### config.mk
export PLATFORM = sky130hd
export DESIGN_NAME = cardinal_router
export DESIGN_NICKNAME = d
export VERILOG_FILES = /design/src/rtl/cardinal_pkg.sv /design/src/rtl/cardinal_rr_arb2.sv /design/src/rtl/cardinal_router.sv
export SDC_FILE = /design/constraint.sdc
export NUM_CORES = 1
export LEC_CHECK = 0
export CORE_MARGIN = 1
export CORE_UTILIZATION = 53
export CTS_CLUSTER_DIAMETER = 120
export DETAILED_ROUTE_END_ITERATION = 8
export PLACE_DENSITY = 0.8
export SLEW_MARGIN = 20
export SYNTH_ARGS = -nofsm -noshare
export SYNTH_HDL_FRONTEND = slang
export SYNTH_SLANG_ARGS = --single-unit
### constraint.sdc
create_clock -name clk -period 8.9 [get_ports clk]
set_input_delay 1.78 -clock clk [delete_from_list [all_inputs] [get_ports clk]]
set_output_delay 1.78 -clock clk [all_outputs]
set_load 0.05 [all_outputs]
### src/rtl/cardinal_pkg.sv
// cardinal_pkg: packet field positions, default width and port indices shared
// by the cardinal ring router and its arbiters.
package cardinal_pkg;
    localparam int DW_DEF  = 64;
    localparam int VC_BIT  = 0;
    localparam int DIR_BIT = 1;
    localparam int HOP_MSB = 8;
    localparam int HOP_LSB = 15;
    localparam int HOP_W   = HOP_LSB - HOP_MSB + 1;
    localparam int P_CW    = 0;
    localparam int P_CCW   = 1;
    localparam int P_PE    = 2;
    localparam int NP      = 3;
endpackage

### src/rtl/cardinal_rr_arb2.sv
// cardinal_rr_arb2: two-requester round-robin arbiter; the priority pointer
// only moves past the winner when a grant is actually issued.
module cardinal_rr_arb2 (
    input  logic       clk,
    input  logic       reset,
    input  logic       i_en,
    input  logic [1:0] i_req,
    output logic [1:0] o_gnt
);
    logic r_ptr;  // 0: requester 0 (ring input) has priority
    assign o_gnt[0] = i_en & i_req[0] & (~r_ptr | ~i_req[1]);
    assign o_gnt[1] = i_en & i_req[1] & ( r_ptr | ~i_req[0]);
    always_ff @(posedge clk) begin
        if (reset) r_ptr <= 1'b0;
        else if (|o_gnt) r_ptr <= o_gnt[0];
    end
endmodule

### src/rtl/cardinal_router.sv
// cardinal_router: three-port bidirectional ring router with two virtual
// channels that take turns on a shared polarity bit; one buffer per port per vc.
module cardinal_router
    import cardinal_pkg::*;
#(
    parameter int DW = DW_DEF
) (
    input  logic          clk,
    input  logic          reset,
    input  logic          cwsi,
    input  logic          ccwsi,
    input  logic          pesi,
    input  logic [0:DW-1] cwdi,
    input  logic [0:DW-1] ccwdi,
    input  logic [0:DW-1] pedi,
    output logic          cwro,
    output logic          ccwro,
    output logic          pero,
    output logic          cwso,
    output logic          ccwso,
    output logic          peso,
    output logic [0:DW-1] cwdo,
    output logic [0:DW-1] ccwdo,
    output logic [0:DW-1] pedo,
    input  logic          cwri,
    input  logic          ccwri,
    input  logic          peri,
    output logic          polarity
);
    logic          r_pol;
    logic [1:0]    r_full [NP];
    logic [0:DW-1] r_buf  [NP][2];
    logic [NP-1:0] r_so;
    logic [0:DW-1] r_do   [NP];
    logic [NP-1:0] w_si, w_ri, w_ev, w_clr, w_wr;
    logic [1:0]    w_hz;
    logic [0:DW-1] w_di   [NP];
    logic [0:DW-1] w_eb   [NP];
    logic [0:DW-1] w_fwd  [2];
    logic [0:DW-1] w_nd   [NP];
    logic [1:0]    w_req  [NP];
    logic [1:0]    w_gnt  [NP];

    assign w_si        = {pesi, ccwsi, cwsi};
    assign w_ri        = {peri, ccwri, cwri};
    assign w_di[P_CW]  = cwdi;
    assign w_di[P_CCW] = ccwdi;
    assign w_di[P_PE]  = pedi;

    // Only the buffer whose vc matches the current polarity may send.
    always_comb begin
        for (int p = 0; p < NP; p++) begin
            w_eb[p] = r_buf[p][r_pol];
            w_ev[p] = r_full[p][r_pol];
            w_wr[p] = w_si[p] & ~r_full[p][w_di[p][VC_BIT]];
        end
        for (int p = 0; p < 2; p++) begin
            w_hz[p]  = w_eb[p][HOP_MSB:HOP_LSB] == '0;
            w_fwd[p] = w_eb[p];
            w_fwd[p][HOP_MSB:HOP_LSB] = w_eb[p][HOP_MSB:HOP_LSB] - HOP_W'(1);
        end
    end

    // Request bit 0 is the ring input, bit 1 the other contender.
    assign w_req[P_CW]  = {w_ev[P_PE] & ~w_eb[P_PE][DIR_BIT], w_ev[P_CW] & ~w_hz[P_CW]};
    assign w_req[P_CCW] = {w_ev[P_PE] & w_eb[P_PE][DIR_BIT], w_ev[P_CCW] & ~w_hz[P_CCW]};
    assign w_req[P_PE]  = {w_ev[P_CCW] & w_hz[P_CCW], w_ev[P_CW] & w_hz[P_CW]};

    for (genvar o = 0; o < NP; o++) begin : g_arb
        cardinal_rr_arb2 u_arb (
            .clk   (clk),
            .reset (reset),
            .i_en  (w_ri[o]),
            .i_req (w_req[o]),
            .o_gnt (w_gnt[o])
        );
    end

    assign w_clr[P_CW]  = w_gnt[P_CW][0] | w_gnt[P_PE][0];
    assign w_clr[P_CCW] = w_gnt[P_CCW][0] | w_gnt[P_PE][1];
    assign w_clr[P_PE]  = w_gnt[P_CW][1] | w_gnt[P_CCW][1];
    assign w_nd[P_CW]   = w_gnt[P_CW][0] ? w_fwd[P_CW] : w_eb[P_PE];
    assign w_nd[P_CCW]  = w_gnt[P_CCW][0] ? w_fwd[P_CCW] : w_eb[P_PE];
    assign w_nd[P_PE]   = w_gnt[P_PE][0] ? w_eb[P_CW] : w_eb[P_CCW];

    // A drain hits buffer[polarity] while a legal fill hits the other vc, so set/clear never collide.
    always_ff @(posedge clk) begin
        if (reset) begin
            r_pol <= 1'b0;
            r_so  <= '0;
            for (int p = 0; p < NP; p++) begin
                r_full[p] <= 2'b00;
                r_do[p]   <= '0;
            end
        end else begin
            r_pol <= ~r_pol;
            for (int p = 0; p < NP; p++) begin
                r_so[p] <= |w_gnt[p];
                if (|w_gnt[p]) r_do[p] <= w_nd[p];
                if (w_clr[p]) r_full[p][r_pol] <= 1'b0;
                if (w_wr[p]) r_full[p][w_di[p][VC_BIT]] <= 1'b1;
            end
        end
    end

    always_ff @(posedge clk) begin
        for (int p = 0; p < NP; p++)
            if (w_wr[p]) r_buf[p][w_di[p][VC_BIT]] <= w_di[p];
    end

    assign polarity              = r_pol;
    assign {pero, ccwro, cwro}   = ~w_ev;
    assign {peso, ccwso, cwso}   = r_so;
    assign cwdo                  = r_do[P_CW];
    assign ccwdo                 = r_do[P_CCW];
    assign pedo                  = r_do[P_PE];
endmodule
[After elaboration in Yosys (flattened, before gate mapping)]
Memory sizes are Yosys's and may differ from the RTL's.
Cells that the tools add are included.
Storage, ports and cells
  memory bits (writable): 582
  bits of input ports: 200
  register bits after elaboration: 7
  memories kept: 3
  output and inout port bits: 199
  word-level logic and storage cells: 188
Memories
  r_buf: words 3, bits a word 128, read ports 3, clocked after Yosys merged registers in 0, write ports 3, RTL line cardinal_router.sv:32  | logic [0:DW-1] r_buf [NP][2];
  r_do: words 3, bits a word 64, read ports 3, clocked after Yosys merged registers in 0, write ports 3, RTL line cardinal_router.sv:34  | logic [0:DW-1] r_do [NP];
  r_full: words 3, bits a word 2, read ports 3, clocked after Yosys merged registers in 0, write ports 3, RTL line cardinal_router.sv:31  | logic [1:0] r_full [NP];
Operators by class
  bitwise logic cells: 66
  multiplexer cells: 85
  add/sub/neg operators: 2
  order comparisons: 15
  reductions and logical operators: 12
Operators with widths (number)
  64-bit two-way mux: 18
  128-bit two-way mux: 3
  64-bit demux with 1-bit select: 3
  1-bit two-way mux: 51
  1-bit bitwise OR: 24
  1-bit AND: 21
  8-bit zero test: 2
  1-bit inverter: 16
  8-bit by 1-bit subtractor with 8-bit output (second input constant): 2
  2-bit two-way mux: 6
  2-bit greater-or-equal comparator (second input constant): 4
  1-bit by 2-bit less-than comparator with 1-bit output (second input constant): 4
  1-bit inverter with 2-bit output: 4
  1-bit logical AND: 7
  2-bit by 1-bit less-than comparator with 1-bit output (second input constant): 3
  2-bit OR reduction: 3
  1-bit demux with 1-bit select: 4
  1-bit greater-or-equal comparator (second input constant): 4
  3-bit inverter: 1

[Longest topological paths before layout]
Gate-level depths: netlist of run 1.
  word-level depth: 16
  mapped depth: 13
  depth with buffers taken out: 7

[Hierarchy]
Synthesis of run 1 repeated with hierarchy kept, for this count alone.
Second synthesis, totals
  cell total of the unflattened synthesis: 1399
  area total of the unflattened synthesis: 24079.3 sq um
By module, submodules not included
  cardinal_router: times used 1, cells an instance 1375, seq. area each 17536.8 sq um, area an instance 23914.2 sq um
  cardinal_rr_arb2: times used 3, cells an instance 8, seq. area each 20.0 sq um, area an instance 55.1 sq um

[Least setup slack after synthesis of run 1]
Ideal clock, no wire load.
  path kind: input -> register
  from: input port pedi[0] in the netlist's numbering
  to: memory r_full[2][0]
  arrival time: 7.308 ns
  stages: 2
  setup time: 0.080 ns
  buffers on the path: 0
  setup slack: 1.512 ns
  cells stage by stage: nor3b_1 > o221a_2
RTL lines
  start, declared: RTL line cardinal_router.sv:15  | input logic [0:DW-1] pedi,
  end, declared: RTL line cardinal_router.sv:31

==> results.md, run 1 <==
- Root buffer cell: clkbuf_16
- Status: finished, final reports clean
- Std-Cell Rows: 76
- Via density: 5.80
- Initial antenna violation count: 13
- Critical path cell sequence: buf_4 -> mux2i_1 -> ha_1 -> o221ai_1 -> nor3_2 -> o21ai_0 -> a31o_4 -> buf_4 -> a211oi_1
- Clock power share: 36.2%
- Gr usage total: 26.8%
- DRC viols: 0
- Cts repair resizes: 0
- Total CTS buffers: 58
- H-tree depth: 2
- Max_slew headroom: 24.9%
- Synthesized instance count: 1371
- Worst Path Required: 9180 ps
- Leak: 9.97 nW
- CP peak stage delay: 920 ps
- Sinks on the clock net: 589
- Post-synthesis register bit count: 589
- Fraction of layout cells with a size suffix above 1: 11.8%
- Avg Inst Size Synth: 16.9 um^2
- Die Footprint: 0.0447 mm^2
- PwrDens: 225 mW/mm^2
- RSZ-0062 raised after global routing: no
- Initial core utilization: 53.8%
- Placed Cells: 2286
- CTS tree: done
- Die Ht: 211 um
- Placed Area: 0.0277 mm^2
- Clock slew at reported path FFs: 60 ps
- Max Fclk: 0.186 GHz
- Worst Path Buf+Inv: 2
- Synth-to-Final Area Change: 27.6%
- Worst Setup Path Type: flop to flop
- # IOs: 399
- Final nets: 1963
- Synth area leaders: edfxtp_1 75%, mux2i_1 5.8%, a211oi_1 5.1%, mux2_2 2.9%, nor2_1 2.3%
- Post-CTS Hold Buffers: 0
- CP Max Fanout: 96
- Syn nets: 1573
- Synth Flop Type: edfxtp_1
- Hold Vio Cnt, Final: 0
- First-pass GRT wire length: 87.1 mm
- Final setup viols: 0
- Final wirelength: 59.9 mm
- Design area: 0.0296 mm^2
- Final Slew Violations: 0
- Gr ovfl total: 0
- Clock Latency Late Sink: 610 ps
- Element type at the critical path end: flop
- Number of synthesized flops with an enable pin: 580
- Fin crit share: 60.3%
- Pre-CTS setup slack: 3650 ps
- Slew of the pin with the lowest slew margin: 1130 ps
- Most used cell, CP: buf_4
- Seq/Total Area, Yosys: 75.8%
- Hold Slack: 476 ps
- Synth unique cells: 52
- Maximum VDD drop: 219 uV
- HPWL after detailed placement: 37.0 mm
- Setup_tns: 0 ps
- Synth warnings: 0
- Combinational share of power: 14.0%
- Remaining antenna violation count: 0
- PnR worst setup slack: 3530 ps
- Internal power: 4.95 mW
- Vias in the first global route: 14300
- Synth Cell Area: 0.0232 mm^2
- Fillers: 2880
- Non-filler cells, final: 2403
- IO buf count: 398
- Die X: 211 um
- Switching Share: 25.7%
- Drt pass-1 iters: 5
- Core area: 0.0432 mm^2
- Maximum root-to-sink buffer count: 3
- Crit path DAT: 5650 ps
- Psw: 1.71 mW
- Avg WL per Cell: 24.9 um
- Clock period minus worst slack: 5370 ps
- Worst path top cell family by delay: buffers and inverters
- Post-CTS Repair Setup Buffers: 0
- Number of DRC markers in iteration 0: 1165
- Post-synth ARST share: 0%
- Final Power: 6.66 mW
- Max-cap violation count: 0
- Cell taking the most area after synthesis: edfxtp_1
- Yosys top cell area share: 75.0%
- Min-delay worst type: flop to flop
- Finished Core Util: 68.7%
- Largest net degree at the start of global routing: 97
- Placer congestion estimate: 0.882
- Reg power frac: 49.8%
- Vias: 13900
- Startpoint types: flop
- Critical-path top delay cell: dfxtp_4
- Worst Clk Skew: 14.9 ps
power by group through the flow:
stage / logic (mW) / clock network [mW] / registers (mW)
2_1_floorplan: 0.281 / 0 / 3.64
3_3_place_gp: 0.910 / 0 / 3.37
3_5_place_dp: 0.932 / 0 / 3.37
4_1_cts: 0.936 / 2.44 / 3.32
5_1_grt: 0.975 / 2.55 / 3.33
6_report: 0.935 / 2.41 / 3.32
final cells by class:
cell class                 instances  area [um^2]  area share (%)
sequential                       589        17600            59.4
tap                              585          732            2.47
multi-input combinational        690         5250            17.7
clock buffer                      67         1510            5.08
timing repair buffer             417         4150            14.0
antenna                            8         20.0          0.0675
inverter                           5         18.8          0.0633
clock inverter                    42          368            1.24
path summary, 6_finish.rpt:
path / end / from / slack, ps / depth (start not counted)
setup / recovery: r_do[0][31] / polarity / 3530 / 9
hold / removal: g_arb[1].u_arb.r_ptr / g_arb[1].u_arb.r_ptr / 480 / 2
setup reg to reg: r_do[0][31] / polarity / 3530 / 9
hold reg to reg: g_arb[1].u_arb.r_ptr / g_arb[1].u_arb.r_ptr / 480 / 2
cells in the final DEF (no fill, tap or decap), drive strengths merged, types with 2 or more instances in the layout:
cell	n
a211oi	183
a21oi	9
and2	60
buf	19
bufinv	6
clkbuf	67
clkdlybuf4s50	398
clkinv	28
clkinvlp	6
dfxtp	9
diode	8
edfxtp	580
ha	2
inv	7
mux2	59
mux2i	134
nand2	18
nand2b	3
nand3	3
nor2	143
nor2b	2
nor3	17
nor3b	7
nor4	3
nor4b	2
o21ai	12
o21ba	2
o221a	2
or2	3
xnor2	7
xor2	3
worst reg2reg max path, stage by stage, from the launching register on:
cell      delay, ps
dfxtp_4         920
buf_4           940
mux2i_1         350
ha_1            300
o221ai_1        160
nor3_2          140
o21ai_0         880
a31o_4          280
buf_4           790
a211oi_1        280
flip-flops by register name (all words and copies together), names as in the netlist:
| signal | flops |
|---|---|
| polarity | 1 |
| r_full | 6 |
| r_do | 192 |
| r_buf | 384 |
| g_arb.u_arb.r_ptr | 3 |
| r_so | 3 |
cells in the mapped netlist (2+ instances only):
| master | instances |
|---|---|
| o21ai_0 | 11 |
| dfxtp_1 | 9 |
| buf_6 | 10 |
| inv_1 | 5 |
| a211oi_2 | 25 |
| nor4_1 | 2 |
| xnor2_1 | 7 |
| buf_4 | 5 |
| buf_2 | 24 |
| clkbuf_1 | 45 |
| a211oi_1 | 158 |
| nor3b_1 | 7 |
| and2_1 | 60 |
| mux2_2 | 59 |
| nand2_1 | 18 |
| nor2b_1 | 2 |
| nand2b_1 | 3 |
| o221a_2 | 2 |
| nand3_1 | 3 |
| buf_1 | 2 |
| xor2_1 | 3 |
| or2_2 | 2 |
| a21oi_1 | 9 |
| nor3_1 | 16 |
| o21ba_2 | 2 |
| mux2i_1 | 134 |
| nor2_1 | 143 |
| edfxtp_1 | 580 |
| ha_1 | 2 |
kinds of logic after synthesis:
group | share of synthesized area [%]
AO/OA/AOI/OAI | 7.57
XOR/XNOR | 0.377
adder cells (fa/ha/maj) | 0.108
buffers and inverters | 2.07
flip-flops | 75.8
multiplexers | 8.64
AND/OR/NAND/NOR | 5.47
routing by layer:
layer / vias to the layer above / GRT usage (%) / routed length [um]
met3: 132 / 6.73 / 5230
met5: - / 0 / 69
met4: 10 / 12.8 / 2340
met2: 689 / 45.0 / 30000
li1: 6156 / - / -
met1: 6952 / 32.6 / 22300
No activity file was read; power rests on OpenSTA's default activity.
==> run 2: changes to the inputs <==
==> constraint.sdc (replaced) <==
create_clock -name clk -period 5.6 [get_ports clk]
set_input_delay 1.12 -clock clk [delete_from_list [all_inputs] [get_ports clk]]
set_output_delay 1.12 -clock clk [all_outputs]
set_load 0.05 [all_outputs]
==> run 2 against run 1 <==
Die area unchanged; combinational power up 63%; critical path depth down 1; final area up 0.68%; total power up 61%; largest cell class unchanged; first-iteration DRC count down 3.8%; routed wire length up 0.91%; non-clock buffer count up 4; hold slack better by 1.2 ps; critical path type unchanged; sequential power up 58%.
==> results.md, run 2 (same netlist as run 1, synthesis figures left out) <==
- Status: finished, final reports clean (unchanged)
- Hold Vio Cnt, Final: 0 (unchanged)
- Clock power share: 36.7% (was 36.2%)
- Placer congestion estimate: 0.867 (was 0.882)
- Worst Path Required: 5910 ps (was 9180 ps)
- Crit path DAT: 4730 ps (was 5650 ps)
- Std-Cell Rows: 76 (unchanged)
- Non-filler cells, final: 2408 (was 2403)
- Gr usage total: 26.6% (was 26.8%)
- H-tree depth: 2 (unchanged)
- Hold Path Origin: g_arb[1].u_arb.r_ptr (unchanged)
- # IOs: 399 (unchanged)
- Worst R2R End: r_do[0][143] (was r_do[0][31])
- Element type at the critical path end: flop (unchanged)
- Hold path depth: 2 (unchanged)
- Min-delay worst type: flop to flop (unchanged)
- Via density: 5.87 (was 5.80)
- Final Slew Violations: 0 (unchanged)
- Sinks on the clock net: 589 (unchanged)
- Hold path endpoint: g_arb[1].u_arb.r_ptr (unchanged)
- CP Max Fanout: 55 (was 96)
- Leak: 10.0 nW (was 9.97 nW)
- Reg2Reg Depth: 8 (was 9)
- Commonest non-fill, non-tap cell in the layout: edfxtp_1 (unchanged)
- Clock slew at reported path FFs: 60 ps (about the same)
- CP peak stage delay: 850 ps (was 920 ps)
- Design area: 0.0298 mm^2 (was 0.0296 mm^2)
- Largest register FFs: 384 (unchanged)
- Psw: 2.73 mW (was 1.71 mW)
- Core area: 0.0432 mm^2 (unchanged)
- Reg-to-reg slack, setup: 1180 ps (was 3530 ps)
- Initial core utilization: 53.8% (unchanged)
- Total CTS buffers: 58 (unchanged)
- Die X: 211 um (unchanged)
- Final setup viols: 0 (unchanged)
- Die Ht: 211 um (unchanged)
- Reg2reg start: polarity (unchanged)
- Gr ovfl total: 0 (unchanged)
- Critical path cell sequence: buf_4 -> nor3_1 -> o221ai_1 -> nor3_2 -> o21ai_0 -> a31o_4 -> buf_4 -> a211oi_1 (was buf_4 -> mux2i_1 -> ha_1 -> o221ai_1 -> nor3_2 -> o21ai_0 -> a31o_4 -> buf_4 -> a211oi_1)
- Internal power: 7.97 mW (was 4.95 mW)
- IO buf count: 398 (unchanged)
- Post-CTS Hold Buffers: 0 (unchanged)
- Post-CTS Repair Setup Buffers: 0 (unchanged)
- HPWL after detailed placement: 36.4 mm (was 37.0 mm)
- Maximum VDD drop: 301 uV (was 219 uV)
- Largest net degree at the start of global routing: 149 (was 97)
- Synth-to-Final Area Change: 28.5% (was 27.6%)
- Placed Area: 0.0279 mm^2 (was 0.0277 mm^2)
- RSZ-0062 raised after global routing: no (unchanged)
- Hold Slack: 477 ps (was 476 ps)
- Max-cap violation count: 0 (unchanged)
- Startpoint types: flop (unchanged)
- Max_slew headroom: 10.9% (was 24.9%)
- Fin crit share: 79.0% (was 60.3%)
- Vias in the first global route: 14500 (was 14300)
- Avg WL per Cell: 25.1 um (was 24.9 um)
- Placed Cells: 2288 (was 2286)
- Max Fclk: 0.226 GHz (was 0.186 GHz)
- Switching Share: 25.5% (was 25.7%)
- Drt pass-1 iters: 5 (unchanged)
- Clock Latency Late Sink: 620 ps (was 610 ps)
- Die Footprint: 0.0447 mm^2 (unchanged)
- Fraction of layout cells with a size suffix above 1: 11.9% (was 11.8%)
- Initial antenna violation count: 13 (unchanged)
- Setup_tns: 0 ps (unchanged)
- Vias: 14100 (was 13900)
- Final wirelength: 60.5 mm (was 59.9 mm)
- Most used cell, CP: buf_4 (unchanged)
- Remaining antenna violation count: 0 (unchanged)
- Clock period minus worst slack: 4420 ps (was 5370 ps)
- Reg power frac: 49.2% (was 49.8%)
- Worst Setup Path Type: flop to flop (unchanged)
- First-pass GRT wire length: 86.7 mm (was 87.1 mm)
- Combinational share of power: 14.2% (was 14.0%)
- Critical-path top delay cell: dfxtp_4 (unchanged)
- Maximum root-to-sink buffer count: 3 (unchanged)
- Number of DRC markers in iteration 0: 1121 (was 1165)
- CTS tree: done (unchanged)
- Root buffer cell: clkbuf_16 (unchanged)
- Commonest non-fill, non-tap cells in the layout: 580 x edfxtp_1, 398 x clkdlybuf4s50_1, 158 x a211oi_1 (unchanged)
- Slew of the pin with the lowest slew margin: 1340 ps (was 1130 ps)
- Cts repair resizes: 0 (unchanged)
- Final nets: 1967 (was 1963)
- PwrDens: 358 mW/mm^2 (was 225 mW/mm^2)
- Worst Clk Skew: 17.4 ps (was 14.9 ps)
- DRC viols: 0 (unchanged)
[run 2: power groups by stage]
| stage | sequential [mW] | combinational, mW | clock [mW] |
|---|---|---|---|
| 6_report | 5.26 | 1.52 | 3.92 |
| 5_1_grt | 5.27 | 1.58 | 4.14 |
| 4_1_cts | 5.26 | 1.51 | 3.96 |
| 3_5_place_dp | 5.35 | 1.50 | 0 |
| 3_3_place_gp | 5.34 | 1.47 | 0 |
| 2_1_floorplan | 5.78 | 0.446 | 0 |
[run 2: layout make-up]
cell class / count / area (um^2)
fillers: 2825 / 13300
multi-input cells: 690 / 5270
diodes: 11 / 27.5
repair buffers: 421 / 4280
inverters: 5 / 18.8
clock inverters: 37 / 363
clock buffers: 70 / 1560
well taps: 585 / 732
flip-flops and latches: 589 / 17600
[run 2: stage by stage]
| step | util (%) | total power [mW] | setup WS (ps) |
|---|---|---|---|
| CTS | 69.0 | 10.7 | 1230 |
| finish | 69.1 | 10.7 | 1180 |
| detailed placement | 64.5 | 6.85 | 1220 |
| global route | 69.1 | 11.0 | 948 |
| global placement | 64.5 | 6.82 | 1580 |
| floorplan | - | 6.22 | 953 |
[run 2: worst max-delay path by stage]
stage / endpoint / cells after the start / from / slack (ps)
after global placement: r_do[0][143] / 8 / polarity / 1580
after detailed placement: r_do[0][143] / 8 / polarity / 1220
after CTS: r_do[0][143] / 8 / polarity / 1230
final: r_do[0][143] / 8 / polarity / 1180
after global routing: r_do[0][147] / 8 / polarity / 950
after floorplan: r_do[0][100] / 10 / polarity / 950
[run 2: worst max-delay path: cells and delay by family (launching register included)]
family / cells / cell delay [ps]
buf+inv: 2 / 860
flops: 1 / 850
compound gates: 4 / 2030
simple gates: 2 / 270
[run 2: per-layer routing]
layer / global-route usage [%] / vias to the layer above / part of all wire [%]
li1: - / 6172 / -
met1: 32.9 / 7038 / 38
met2: 43.9 / 759 / 50
met3: 6.20 / 158 / 8.5
met4: 13.4 / 4 / 4.1
met5: 0 / - / 0.045
==> run 3: changes to the inputs <==
--- a/config.mk
+++ b/config.mk
@@ -6,10 +6,10 @@
 export NUM_CORES = 1
 export LEC_CHECK = 0
 export CORE_MARGIN = 1
-export CORE_UTILIZATION = 53
+export CORE_UTILIZATION = 48
 export CTS_CLUSTER_DIAMETER = 120
 export DETAILED_ROUTE_END_ITERATION = 8
-export PLACE_DENSITY = 0.8
+export PLACE_DENSITY = 0.76
 export SLEW_MARGIN = 20
 export SYNTH_ARGS = -nofsm -noshare
 export SYNTH_HDL_FRONTEND = slang
==> constraint.sdc (replaced) <==
create_clock -name clk -period 3.7 [get_ports clk]
set_input_delay 0.74 -clock clk [delete_from_list [all_inputs] [get_ports clk]]
set_output_delay 0.74 -clock clk [all_outputs]
set_load 0.05 [all_outputs]
==> run 3 against run 2 <==
Clock power increased by 45%; clock skew increased by 3.2 ps; sequential power increased by 51%; register-to-register slack got worse by 770 ps; critical path type is now flop to output port.
==> results.md, run 3 (same netlist as run 1, synthesis figures left out) <==
- Avg WL per Cell: 25.0 um (was 25.1 um)
- Core area: 0.0477 mm^2 (was 0.0432 mm^2)
- Fraction of layout cells with a size suffix above 1: 12.5% (was 11.9%)
- Largest register FFs: 384 (unchanged)
- Crit path DAT: 2850 ps (was 4730 ps)
- Reg2Reg Depth: 8 (unchanged)
- Setup_tns: 0 ps (unchanged)
- Clock slew at reported path FFs: 70 ps (was 60 ps)
- Slew of the pin with the lowest slew margin: 1040 ps (was 1340 ps)
- Final wirelength: 61.5 mm (was 60.5 mm)
- Startpoint types: flop (unchanged)
- Hold path depth: 2 (unchanged)
- Gr ovfl total: 0 (unchanged)
- Status: finished, final reports clean (unchanged)
- PwrDens: 533 mW/mm^2 (was 358 mW/mm^2)
- GR Util met1: 30.6% (was 32.9%)
- Max_slew headroom: 30.4% (was 10.9%)
- Vias: 14100 (about the same)
- Final Slew Violations: 0 (unchanged)
- First-pass GRT wire length: 89.8 mm (was 86.7 mm)
- Clock Latency Late Sink: 620 ps (about the same)
- Finished Core Util: 62.8% (was 69.1%)
- Die X: 222 um (was 211 um)
- Worst Path Required: 2960 ps (was 5910 ps)
- Reg2reg start: polarity (unchanged)
- Grt met3 use: 6.60% (was 6.20%)
- CTS tree: done (unchanged)
- Sinks on the clock net: 589 (unchanged)
- Cts repair resizes: 0 (unchanged)
- Hold Path Origin: g_arb[1].u_arb.r_ptr (unchanged)
- # IOs: 399 (unchanged)
- Drt pass-1 iters: 5 (unchanged)
- Vias in the first global route: 14600 (was 14500)
- Worst Setup Path Type: flop to output port (was flop to flop)
- Remaining antenna violation count: 0 (unchanged)
- Commonest non-fill, non-tap cells in the layout: 580 x edfxtp_1, 397 x clkdlybuf4s50_1, 158 x a211oi_1 (was 580 x edfxtp_1, 398 x clkdlybuf4s50_1, 158 x a211oi_1)
- IO buf count: 398 (unchanged)
- HPWL after detailed placement: 39.1 mm (was 36.4 mm)
- Max Fclk: 0.279 GHz
- M2 GR Usage: 40.9% (was 43.9%)
- Via density: 5.75 (was 5.87)
- Final setup viols: 0 (unchanged)
- Largest net degree at the start of global routing: 88 (was 149)
- H-tree depth: 2 (unchanged)
- Initial antenna violation count: 14 (was 13)
- Fin crit share: 97.0%
- CP Max Fanout: 29 (was 55)
- Fillers: 3370 (was 2825)
- Element type at the critical path end: output port (was flop)
- Commonest non-fill, non-tap cell in the layout: edfxtp_1 (unchanged)
- Post-CTS Repair Setup Buffers: 0 (unchanged)
- Std-Cell Rows: 80 (was 76)
- Total CTS buffers: 58 (unchanged)
- DRC viols: 0 (unchanged)
- Min-delay worst type: flop to flop (unchanged)
- Post-CTS Hold Buffers: 0 (unchanged)
- Number of DRC markers in iteration 0: 1255 (was 1121)
- Placer congestion estimate: 0.838 (was 0.867)
- Final nets: 1988 (was 1967)
- RSZ-0062 raised after global routing: no (unchanged)
- Leak: 10.1 nW (was 10.0 nW)
- Die Ht: 222 um (was 211 um)
- Die Footprint: 0.0493 mm^2 (was 0.0447 mm^2)
- Hold Vio Cnt, Final: 0 (unchanged)
- Clock period minus worst slack: 3590 ps
- Worst Clk Skew: 20.6 ps (was 17.4 ps)
- Root buffer cell: clkbuf_16 (unchanged)
- Grt peak-use layer: met2 (unchanged)
- Maximum root-to-sink buffer count: 3 (unchanged)
- Gr usage total: 24.7% (was 26.6%)
- Initial core utilization: 48.6% (was 53.8%)
- Synth-to-Final Area Change: 29.0% (was 28.5%)
- Max-cap violation count: 0 (unchanged)
- Critical Path Start: polarity (unchanged)
- Maximum VDD drop: 428 uV (was 301 uV)
-- run 3: cell types whose count changed in the layout (fill, tap and decap cells not counted), moves of 2 or more --
cell / delta
buf_12: +4
buf_4: +18
bufinv_16: -2
clkbuf_1: +7
clkbuf_8: -4
clkinv_1: +3
clkinv_4: +2
clkinvlp_4: -6
inv_6: +2
-- run 3: path summary, 6_finish.rpt --
path	slack, ps	endpoint
setup / recovery	110	ccwro
hold / removal	480	g_arb[1].u_arb.r_ptr
setup reg to reg	410	r_do[0][158]
hold reg to reg	480	g_arb[1].u_arb.r_ptr
-- run 3: metal layers --
metal	wire length (um)	share of wire, %	vias up
li1	-	-	6211
met1	23800	39	7141
met2	30600	50	663
met3	4980	8.1	115
met4	2030	3.3	6
met5	48	0.078	-
-- run 3: worst max-delay path, cell delays in order (launching register included) --
cell	delay, ps
dfxtp_4	590
buf_4	320
mux2i_1	390
clkdlybuf4s50_1	920
-- run 3: through the flow --
| step | instances | hold WS [ps] | area [um^2] | setup WS, ps | power [mW] |
|---|---|---|---|---|---|
| floorplan | 1371 | 444 | 23300 | 134 | 9.41 |
| global placement | 2341 | 458 | 28100 | 562 | 10.4 |
| detailed placement | 2341 | 473 | 28100 | 461 | 10.4 |
| CTS | 2449 | 482 | 29900 | 55.9 | 16.1 |
| global route | 2458 | 503 | 30000 | 15.9 | 16.4 |
| finish | 2460 | 484 | 30000 | 111 | 16.0 |
-- run 3: power by group --
part / switching, mW / internal [mW] / total [mW] / leakage [nW]
combinational: 1.52 / 0.810 / 2.33 / 3.55
clock: 2.45 / 3.23 / 5.68 / 0.883
sequential: 0.149 / 7.80 / 7.95 / 5.69
-- run 3: layout make-up --
type | instances | area [um^2] | area share (%)
tap | 615 | 769 | 2.57
timing repair buffer | 442 | 4470 | 14.9
multi-input combinational | 690 | 5270 | 17.6
sequential | 589 | 17600 | 58.7
clock buffer | 72 | 1500 | 5.02
inverter | 5 | 18.8 | 0.0626
clock inverter | 36 | 315 | 1.05
antenna | 11 | 27.5 | 0.0919
